[src/rtl/sn74169_ctrl_pkg.sv]
// Shared types and helpers for the sn74169 counter-chain sequencer.
package sn74169_ctrl_pkg;

    typedef enum logic [1:0] {
        ST_IDLE  = 2'b00,
        ST_LOAD  = 2'b01,
        ST_RUN   = 2'b10,
        ST_PAUSE = 2'b11
    } state_t;

    typedef enum logic [1:0] {
        OP_START  = 2'b00,
        OP_PAUSE  = 2'b01,
        OP_RESUME = 2'b10,
        OP_ABORT  = 2'b11
    } cmd_op_t;

    // A nibble is terminal when it is about to carry (up) or borrow (down).
    function automatic logic nibble_is_term(input logic [3:0] nib, input logic up);
        return up ? (nib == 4'hF) : (nib == 4'h0);
    endfunction

endpackage

[src/rtl/sn74169_entb_gen.sv]
// Per-stage carry-enable generation for a chain of 4-bit up/down counters.
// Stage k may count only when every lower nibble sits at its terminal value.
// Also flags the penultimate chain value, where the next step lands on terminal.
module sn74169_entb_gen
    import sn74169_ctrl_pkg::*;
#(
    parameter int NSTAGE = 2
) (
    input  logic                  i_run,
    input  logic                  i_up,
    input  logic [4*NSTAGE-1:0]   i_q,
    output logic [NSTAGE-1:0]     o_entb,
    output logic                  o_pen_hit
);

    logic [NSTAGE-1:0] w_nib_term;
    logic              w_nib0_pen;

    // Nibble 0 sits one step short of terminal: E when counting up, 1 when down.
    assign w_nib0_pen = i_up ? (i_q[3:0] == 4'hE) : (i_q[3:0] == 4'h1);

    genvar k;
    generate
        for (k = 0; k < NSTAGE; k++) begin : g_stage
            assign w_nib_term[k] = nibble_is_term(i_q[4*k +: 4], i_up);
            if (k == 0) begin : g_first
                assign o_entb[k] = ~i_run;
            end else begin : g_upper
                assign o_entb[k] = ~(i_run & (&w_nib_term[k-1:0]));
            end
        end

        if (NSTAGE == 1) begin : g_pen_single
            assign o_pen_hit = w_nib0_pen & (w_nib_term[0] | ~w_nib_term[0]);
        end else begin : g_pen_multi
            assign o_pen_hit = w_nib0_pen & (&w_nib_term[NSTAGE-1:1]);
        end
    endgenerate

endmodule

[src/rtl/sn74169_seq_ctrl.sv]
// Programmable interval timer sequencer driving a chain of sn74169 counters.
// Handles START/PAUSE/RESUME/ABORT, one-shot or auto-reload, and counts periods.
module sn74169_seq_ctrl
    import sn74169_ctrl_pkg::*;
#(
    parameter int NSTAGE = 2,
    parameter int PCW    = 8
) (
    input  logic                  i_clk,
    input  logic                  i_rstb,
    input  logic                  i_cmd_valid,
    output logic                  o_cmd_ready,
    input  logic [1:0]            i_cmd_op,
    input  logic [4*NSTAGE-1:0]   i_cmd_preset,
    input  logic                  i_cmd_dir,
    input  logic                  i_cmd_auto,
    input  logic [4*NSTAGE-1:0]   i_q,
    output logic [4*NSTAGE-1:0]   o_a,
    output logic                  o_loadb,
    output logic                  o_u_db,
    output logic                  o_enpb,
    output logic [NSTAGE-1:0]     o_entb,
    output logic                  o_busy,
    output logic                  o_tc_pulse,
    output logic                  o_illegal,
    output logic [PCW-1:0]        o_periods
);

    localparam int W = 4 * NSTAGE;

    state_t          r_state;
    logic [W-1:0]    r_a;
    logic            r_loadb;
    logic            r_udb;
    logic            r_enpb;
    logic            r_auto;
    logic            r_tc;
    logic            r_ill;
    logic [PCW-1:0]  r_periods;

    logic            w_accept;
    logic            w_run;
    logic            w_pen_hit;
    logic            w_load_term;

    assign o_cmd_ready = (r_state != ST_LOAD);
    assign o_busy      = (r_state != ST_IDLE);
    assign w_accept    = i_cmd_valid & o_cmd_ready;
    assign w_run       = (r_state == ST_RUN);
    // The direction register doubles as the latched START direction.
    assign w_load_term = r_udb ? (&r_a) : ~(|r_a);

    assign o_a        = r_a;
    assign o_loadb    = r_loadb;
    assign o_u_db     = r_udb;
    assign o_enpb     = r_enpb;
    assign o_tc_pulse = r_tc;
    assign o_illegal  = r_ill;
    assign o_periods  = r_periods;

    sn74169_entb_gen #(
        .NSTAGE    (NSTAGE)
    ) u_entb_gen (
        .i_run     (w_run),
        .i_up      (r_udb),
        .i_q       (i_q),
        .o_entb    (o_entb),
        .o_pen_hit (w_pen_hit)
    );

    // Sequencer FSM: terminal-count handling first, accepted commands override it.
    always_ff @(posedge i_clk) begin
        if (!i_rstb) begin
            r_state   <= ST_IDLE;
            r_a       <= '0;
            r_loadb   <= 1'b1;
            r_udb     <= 1'b1;
            r_enpb    <= 1'b1;
            r_auto    <= 1'b0;
            r_tc      <= 1'b0;
            r_ill     <= 1'b0;
            r_periods <= '0;
        end else begin
            r_tc  <= 1'b0;
            r_ill <= 1'b0;

            case (r_state)
                ST_LOAD: begin
                    if (w_load_term) begin
                        r_tc      <= 1'b1;
                        r_periods <= r_periods + PCW'(1);
                        if (r_auto) begin
                            r_loadb <= 1'b0;
                        end else begin
                            r_state <= ST_IDLE;
                            r_loadb <= 1'b1;
                        end
                    end else begin
                        r_state <= ST_RUN;
                        r_loadb <= 1'b1;
                        r_enpb  <= 1'b0;
                    end
                end
                ST_RUN: begin
                    if (w_pen_hit) begin
                        r_tc      <= 1'b1;
                        r_periods <= r_periods + PCW'(1);
                        r_enpb    <= 1'b1;
                        if (r_auto) begin
                            r_state <= ST_LOAD;
                            r_loadb <= 1'b0;
                        end else begin
                            r_state <= ST_IDLE;
                        end
                    end
                end
                default: begin
                end
            endcase

            if (w_accept) begin
                case (cmd_op_t'(i_cmd_op))
                    OP_START: begin
                        r_state   <= ST_LOAD;
                        r_a       <= i_cmd_preset;
                        r_udb     <= i_cmd_dir;
                        r_auto    <= i_cmd_auto;
                        r_loadb   <= 1'b0;
                        r_enpb    <= 1'b1;
                        r_periods <= '0;
                    end
                    OP_PAUSE: begin
                        if (w_run && !w_pen_hit) begin
                            r_state <= ST_PAUSE;
                            r_enpb  <= 1'b1;
                        end else begin
                            r_ill <= 1'b1;
                        end
                    end
                    OP_RESUME: begin
                        if (r_state == ST_PAUSE) begin
                            r_state <= ST_RUN;
                            r_enpb  <= 1'b0;
                        end else begin
                            r_ill <= 1'b1;
                        end
                    end
                    OP_ABORT: begin
                        if (r_state != ST_IDLE) begin
                            r_state <= ST_IDLE;
                            r_loadb <= 1'b1;
                            r_enpb  <= 1'b1;
                        end else begin
                            r_ill <= 1'b1;
                        end
                    end
                endcase
            end
        end
    end

endmodule
[config.mk]
export PLATFORM = sky130hd
export DESIGN_NAME = sn74169_seq_ctrl
export DESIGN_NICKNAME = d
export VERILOG_FILES = /design/src/rtl/sn74169_ctrl_pkg.sv /design/src/rtl/sn74169_entb_gen.sv /design/src/rtl/sn74169_seq_ctrl.sv
export SDC_FILE = /design/constraint.sdc
export NUM_CORES = 1
export LEC_CHECK = 0
export CAP_MARGIN = 10
export CORE_MARGIN = 8
export CORE_UTILIZATION = 41
export DETAILED_ROUTE_END_ITERATION = 10
export PLACE_DENSITY_LB_ADDON = 0.1
export SLEW_MARGIN = 15
export SYNTH_ARGS = -nofsm -noshare
export SYNTH_HDL_FRONTEND = slang
export SYNTH_HIERARCHICAL = 1
export SYNTH_SLANG_ARGS = --single-unit
[constraint.sdc]
create_clock -name i_clk -period 2.4 [get_ports i_clk]
set_clock_uncertainty 0.1 [all_clocks]
set_input_delay 0.72 -clock i_clk [delete_from_list [all_inputs] [get_ports i_clk]]
set_output_delay 0.72 -clock i_clk [all_outputs]
set_load 0.01 [all_outputs]
# Word-level counts from Yosys, hierarchy flattened
# Cells that the tools add are included.
op_classes:
  n_bitwise: 6
  n_addsub: 1
  eq_ne: 11
  mux: 42
  n_reduce_logical: 10
ops:
  columns: ["op", "n"]
  rows:
  - ["2-to-1 mux 8 bit", 4]
  - ["2-to-1 mux 1 bit", 22]
  - ["case mux 8 bit (2 select lines)", 1]
  - ["2-to-1 mux 2 bit", 7]
  - ["equality test 4 bit, second input constant", 3]
  - ["adder 8 x 1 -> 8 bit, second input constant", 1]
  - ["equality test 2 bit, second input constant", 4]
  - ["zero test 4 bit", 2]
  - ["case mux 1 bit (2 select lines)", 4]
  - ["case mux 2 bit (4 select lines)", 1]
  - ["AND reduction 8 bit", 1]
  - ["OR reduction 8 bit", 1]
  - ["equality test 2 x 1 -> 1 bit, second input constant", 2]
  - ["equality test 4 x 1 -> 1 bit, second input constant", 1]
  - ["case mux 1 bit (4 select lines)", 1]
  - ["case mux 2 bit (2 select lines)", 1]
  - ["AND reduction 2 bit", 2]
  - ["bitwise AND 1 bit", 3]
  - ["inverter 1 bit", 3]
  - ["case mux 1 bit (3 select lines)", 1]
  - ["zero test 2 bit", 1]
  - ["inequality test 2 x 1 -> 1 bit, second input constant", 1]
  - ["nonzero test 2 bit", 1]
  - ["logical AND 1 bit", 1]
  - ["zero test 1 bit", 1]
word_totals:
  inputBits: 23
  regBits: 24

# Depth between registers and ports, before layout
depth:
  word_depth: 8
  depth_mapped: 8
  ltp_nobuf: 8

# Hierarchy
# Netlist, hierarchy kept.
modules_own_cells:
  columns: ["mod", "cells_per_inst", "area_per_inst_um2", "instances", "seq_area_each_um2"]
  rows:
  - ["sn74169_seq_ctrl", 157, 1402.6, 1, 480.5]
  - ["sn74169_entb_gen", 12, 78.8, 1, 0.0]

# Worst setup path after synthesis
# Ideal clock, no wire load.
synth_timing:
  path_type: "in2reg"
  from: "in i_q[3]"
  to: "reg r_loadb (netlist: o_loadb)"
  t_arrival_ps: 2358
  setup_ps: 130
  stages: 8
  t_required_ps: 2170
  setup_slack_ps: -188
  n_path_buf: 0
  path_cell_list: "or4_1 > mux2_4 > a21oi_2 > nand2b_1 > nand2_1 > o21a_1 > a311oi_1 > o21ai_1"
synth_between:
  elab_chain_len: 8
synth_lines:
  columns: ["item", "line_no", "source"]
  rows:
  - ["from (decl)", "sn74169_seq_ctrl.sv:17", "input logic [4*NSTAGE-1:0] i_q,"]
  - ["equality test 4 x 1 -> 1 bit or equality test 4 bit (tied branches)", "sn74169_entb_gen.sv:20", "assign w_nib0_pen = i_up ? (i_q[3:0] == 4'hE) : (i_q[3:0] == 4'h1);"]
  - ["2-to-1 mux 1 bit (*)", "sn74169_entb_gen.sv:20", null]
  - ["bitwise AND 1 bit (*)", "sn74169_entb_gen.sv:36", "assign o_pen_hit = w_nib0_pen & (&w_nib_term[NSTAGE-1:1]);"]
  - ["via w_pen_hit", "sn74169_seq_ctrl.sv:43", "logic w_pen_hit;"]
  - ["2-to-1 mux 1 bit (*)", "sn74169_seq_ctrl.sv:105", "if (w_pen_hit) begin"]
  - ["case mux 1 bit (2 select lines) (*)", "sn74169_seq_ctrl.sv:87", "case (r_state)"]
  - ["2-to-1 mux 1 bit", "sn74169_seq_ctrl.sv:149", "if (r_state != ST_IDLE) begin"]
  - ["case mux 1 bit (2 select lines)", "sn74169_seq_ctrl.sv:122", "case (cmd_op_t'(i_cmd_op))"]
  - ["2-to-1 mux 1 bit (*)", "sn74169_seq_ctrl.sv:121", "if (w_accept) begin"]
  - ["to (signal assigned)", "sn74169_seq_ctrl.sv:93", "r_loadb <= 1'b0;"]
  - ["to (signal assigned)", "sn74169_seq_ctrl.sv:128", "r_loadb <= 1'b0;"]
  - ["to (signal assigned)", "sn74169_seq_ctrl.sv:151", "r_loadb <= 1'b1;"]
  - ["to (decl)", "sn74169_seq_ctrl.sv:33", "logic r_loadb;"]
# Mark *: on every way through the listed nets, which the timed path passes. The rest lies on a longest branch.
# A chain may end at the register's enable or synchronous reset.

# Final worst setup path
layout_timing:
  from: "in i_q[2]"
  to: "out o_entb[1]"
layout_between:
  elab_chain_len: 4
layout_lines:
  columns: ["item", "line_no", "source"]
  rows:
  - ["equality test 4 bit or zero test 4 bit (tied branches)", "sn74169_ctrl_pkg.sv:20", "return up ? (nib == 4'hF) : (nib == 4'h0);"]
  - ["2-to-1 mux 1 bit (*)", "sn74169_ctrl_pkg.sv:20", null]
  - ["bitwise AND 1 bit (*)", "sn74169_entb_gen.sv:29", "assign o_entb[k] = ~(i_run & (&w_nib_term[k-1:0]));"]
  - ["inverter 1 bit (*)", "sn74169_entb_gen.sv:29", null]
  - ["to (decl)", "sn74169_seq_ctrl.sv:22", "output logic [NSTAGE-1:0] o_entb,"]
# Every way passes the cells marked *; elsewhere a longest branch is shown, timed or not.

==> run_results.csv <==
group,metric,value,unit
worst_setup_path,required,1.58,ns
clock_network,clk_pin_slew,0.13,ns
synthesis,synth_cell_types,47,
finish,layout.cells.non_filler,290,
routing,wl_per_cell,15.42,um
synthesis,yosysWarnings,6,
timing,max_freq,402.7,MHz
pwr,p_per_area,370.0,nW/um^2
worst_setup_path,cp_top_family,"simple AND/OR/NAND/NOR gates",
clock_network,cts_buffer_depth,2,
timing,setup_violations,2,
run_status,status,"finished with violations",
floorplan,ios,48,
place,portBuffers,47,
finish,syn2layout_area_growth,52.45,%
routing,drt-met1-wl,1928,um
global_route,grt_max_degree,18,
finish,design_area,2258,um^2
clock_network,cts_root_buffer,"clkbuf_4",
floorplan,rows,22,
worst_setup_path,cp_max_fo,2,
routing,drcViolationCount,0,
worst_setup_path,cpPeakStageDelay,0.51,ns
synthesis,ys_seq_area_frac,0.3243,
timing,holdWs,0.4061,ns
global_route,grt_overflow_total,0,
synthesis,synth_nets,202,
routing,vias_per_cell,5.348,
run_status,violations,"negative setup slack",
pwr,leakage,0.9491,nW
synthesis,syn_area,1481,um^2
place,dp.cells,282,
flow_run,maxCapViolCount,0,
clock_network,clkLatencyLatePin,0.33,ns
synthesis,syn_area_per_cell,8.766,um^2
finish,final_common_cell,"clkdlybuf4s50_1",
routing,drt_iter0_markers,89,
place,placed_cell_area,2176,um^2
clock_network,htreeDepth,1,
min_path,hold_path_class,"reg2reg",
timing,postLayoutSetupSlackWorst,-0.08353,ns
clock_network,cts_tree,"done",
floorplan,dieArea,5793,um^2
synthesis,synth_cells,169,
synthesis,yosysTopAreaCellShare,0.3243,
synthesis,synth_top_area_cell,"dfxtp_1",
timing,timing.slew.headroom,0.7070,
finish,most-common-layout-cells,"39 x clkdlybuf4s50_1, 26 x buf_4, 22 x dfxtp_1, 11 x nor2b_1, 11 x mux2i_1",
routing,vias,1551,
routing,wl_met2,2270,um
clock_network,numCtsBuffers,3,
timing,period_share,1.035,
timing,hold_viol_final,0,
clock_network,cts_sinks,24,
timing,drv_slew,0,
global_route,grt_pass1_wl,7279,um
floorplan,die_h,76.11,um
finish,nets,276,
floorplan,core_area,3578,um^2
worst_setup_path,crit_type,"in2out",
pwr,ir_worst_vdd,289.5,uV
routing,routed_wl,4473,um
place,dp_slack,-0.8019,ns
finish,antennaDiodeCount,0,
worst_setup_path,critPathBufInv,2,
worst_setup_path,arrival,1.66,ns
place,gp_congestion,0.8456,
worst_setup_path,endpoint_kind,"output port",
global_route,first_global_vias,1506,
timing,rsz0062_at_grt,"true",
worst_setup_path,critPathLaunchType,"primary input",
timing,period_minus_slack,2.484,ns
routing,antenna_left,0,
routing,route.met3.wl,215,um
floorplan,start_util,0.4140,
worst_setup_path,worstPathCellList,"buf_6 > or4_4 > mux2i_1 > nand2_1 > buf_2",
pwr,total_power,0.8355,mW
global_route,grt_usage,0.1465,
worst_setup_path,slowest_stage,"or4_4",
routing,dr.max_layer_used,"met4",
place,dp_hpwl,3470,um
timing,tightest_slew,0.4354,ns
global_route,antenna_found_initial,0,
floorplan,die_w,76.11,um
clock_network,hold_buffers,0,
synthesis,synthTopCellsByArea,"dfxtp_1 32%, ha_1 8.4%, mux2i_1 7.4%",
routing,drtPass1Iterations,4,
finish,drive_above_1_share,0.2231,
synthesis,ys_ff_latch,24,
layout make-up:
type,instances,area (um^2)
multi-input cells,130,979.7
clock buffers,4,36.28
flip-flops and latches,24,483.0
inverters,11,41.29
well taps,48,60.06
fillers,322,1320
repair buffers,73,658.1
worst min-delay path, cell delays in order (launching register included):
cell	delay (ns)
dfxtp_1	0.36
nand2b_1	0.07
a21oi_1	0.05
timing repair:
item | 4_1_cts | 5_1_grt
resized for setup | 26 | 3
pin swaps | 3 | 5
buffers inserted | 1 | 3
setup endpoints to repair | 18 | 9
state kept, by name (all words and copies together), names as in the netlist:
name and count:
o_a 8, o_enpb 1, o_illegal 1, o_loadb 1
o_periods 8, o_tc_pulse 1, o_u_db 1, r_auto 1
r_state 2
worst paths after layout:
check             slack, ns      endpoint  cells after the start         start
hold reg to reg        0.41  o_periods[1]                      2  o_periods[1]
setup / recovery      -0.08     o_entb[1]                      5        i_q[2]
setup reg to reg       0.08       o_loadb                      8        o_u_db
hold / removal         0.41  o_periods[1]                      2  o_periods[1]
per-layer routing:
layer,GRT usage,up-vias
li1,-,773
met1,0.1661,730
met4,0.04615,0
met5,0,-
met2,0.2622,42
met3,0.03420,6
synth_stat cells (all sizes together):
cell,count
o211ai,1
o2111ai,1
nand3,8
dfxtp,24
or3,3
nor2,5
clkbuf,2
o21a,3
ha,10
inv,11
o21ai,7
a211oi,4
and3,5
buf,2
nand3b,3
or4,2
a21oi,11
mux2,1
o22ai,1
o311ai,1
nor3,5
nor2b,11
a21o,1
o211a,1
o31ai,1
nor4,2
o2111a,1
nand2,10
and2,2
nand4,2
a31oi,10
mux2i,11
o41ai,1
nand2b,2
nor4b,1
or2,2
a311oi,1
cell families (layout without fill, tap and decap cells):
group / count (synthesis) / count (layout) / synth area share
simple gates: 63 / 63 / 0.2449
buf+inv: 15 / 88 / 0.04139
mux: 12 / 12 / 0.08446
flops: 24 / 24 / 0.3243
compound gates: 45 / 45 / 0.2204
fa+ha+maj: 10 / 10 / 0.08446
through the flow:
step / utilization / setup TNS, ns
finish: 0.6311 / -0.1221
global route: 0.6311 / -0.2018
CTS: 0.6227 / -0.08384
detailed placement: 0.6080 / -10.33
global placement: 0.6080 / -9.654
floorplan: - / -0.6149
power by group:
group | internal (mW) | switching [mW] | leakage (nW) | total (mW)
sequential | 0.410 | 0.00910 | 0.196 | 0.419
combinational | 0.108 | 0.0832 | 0.732 | 0.191
clock | 0.0929 | 0.133 | 0.0210 | 0.225
No activity file was read; power rests on OpenSTA's default activity.
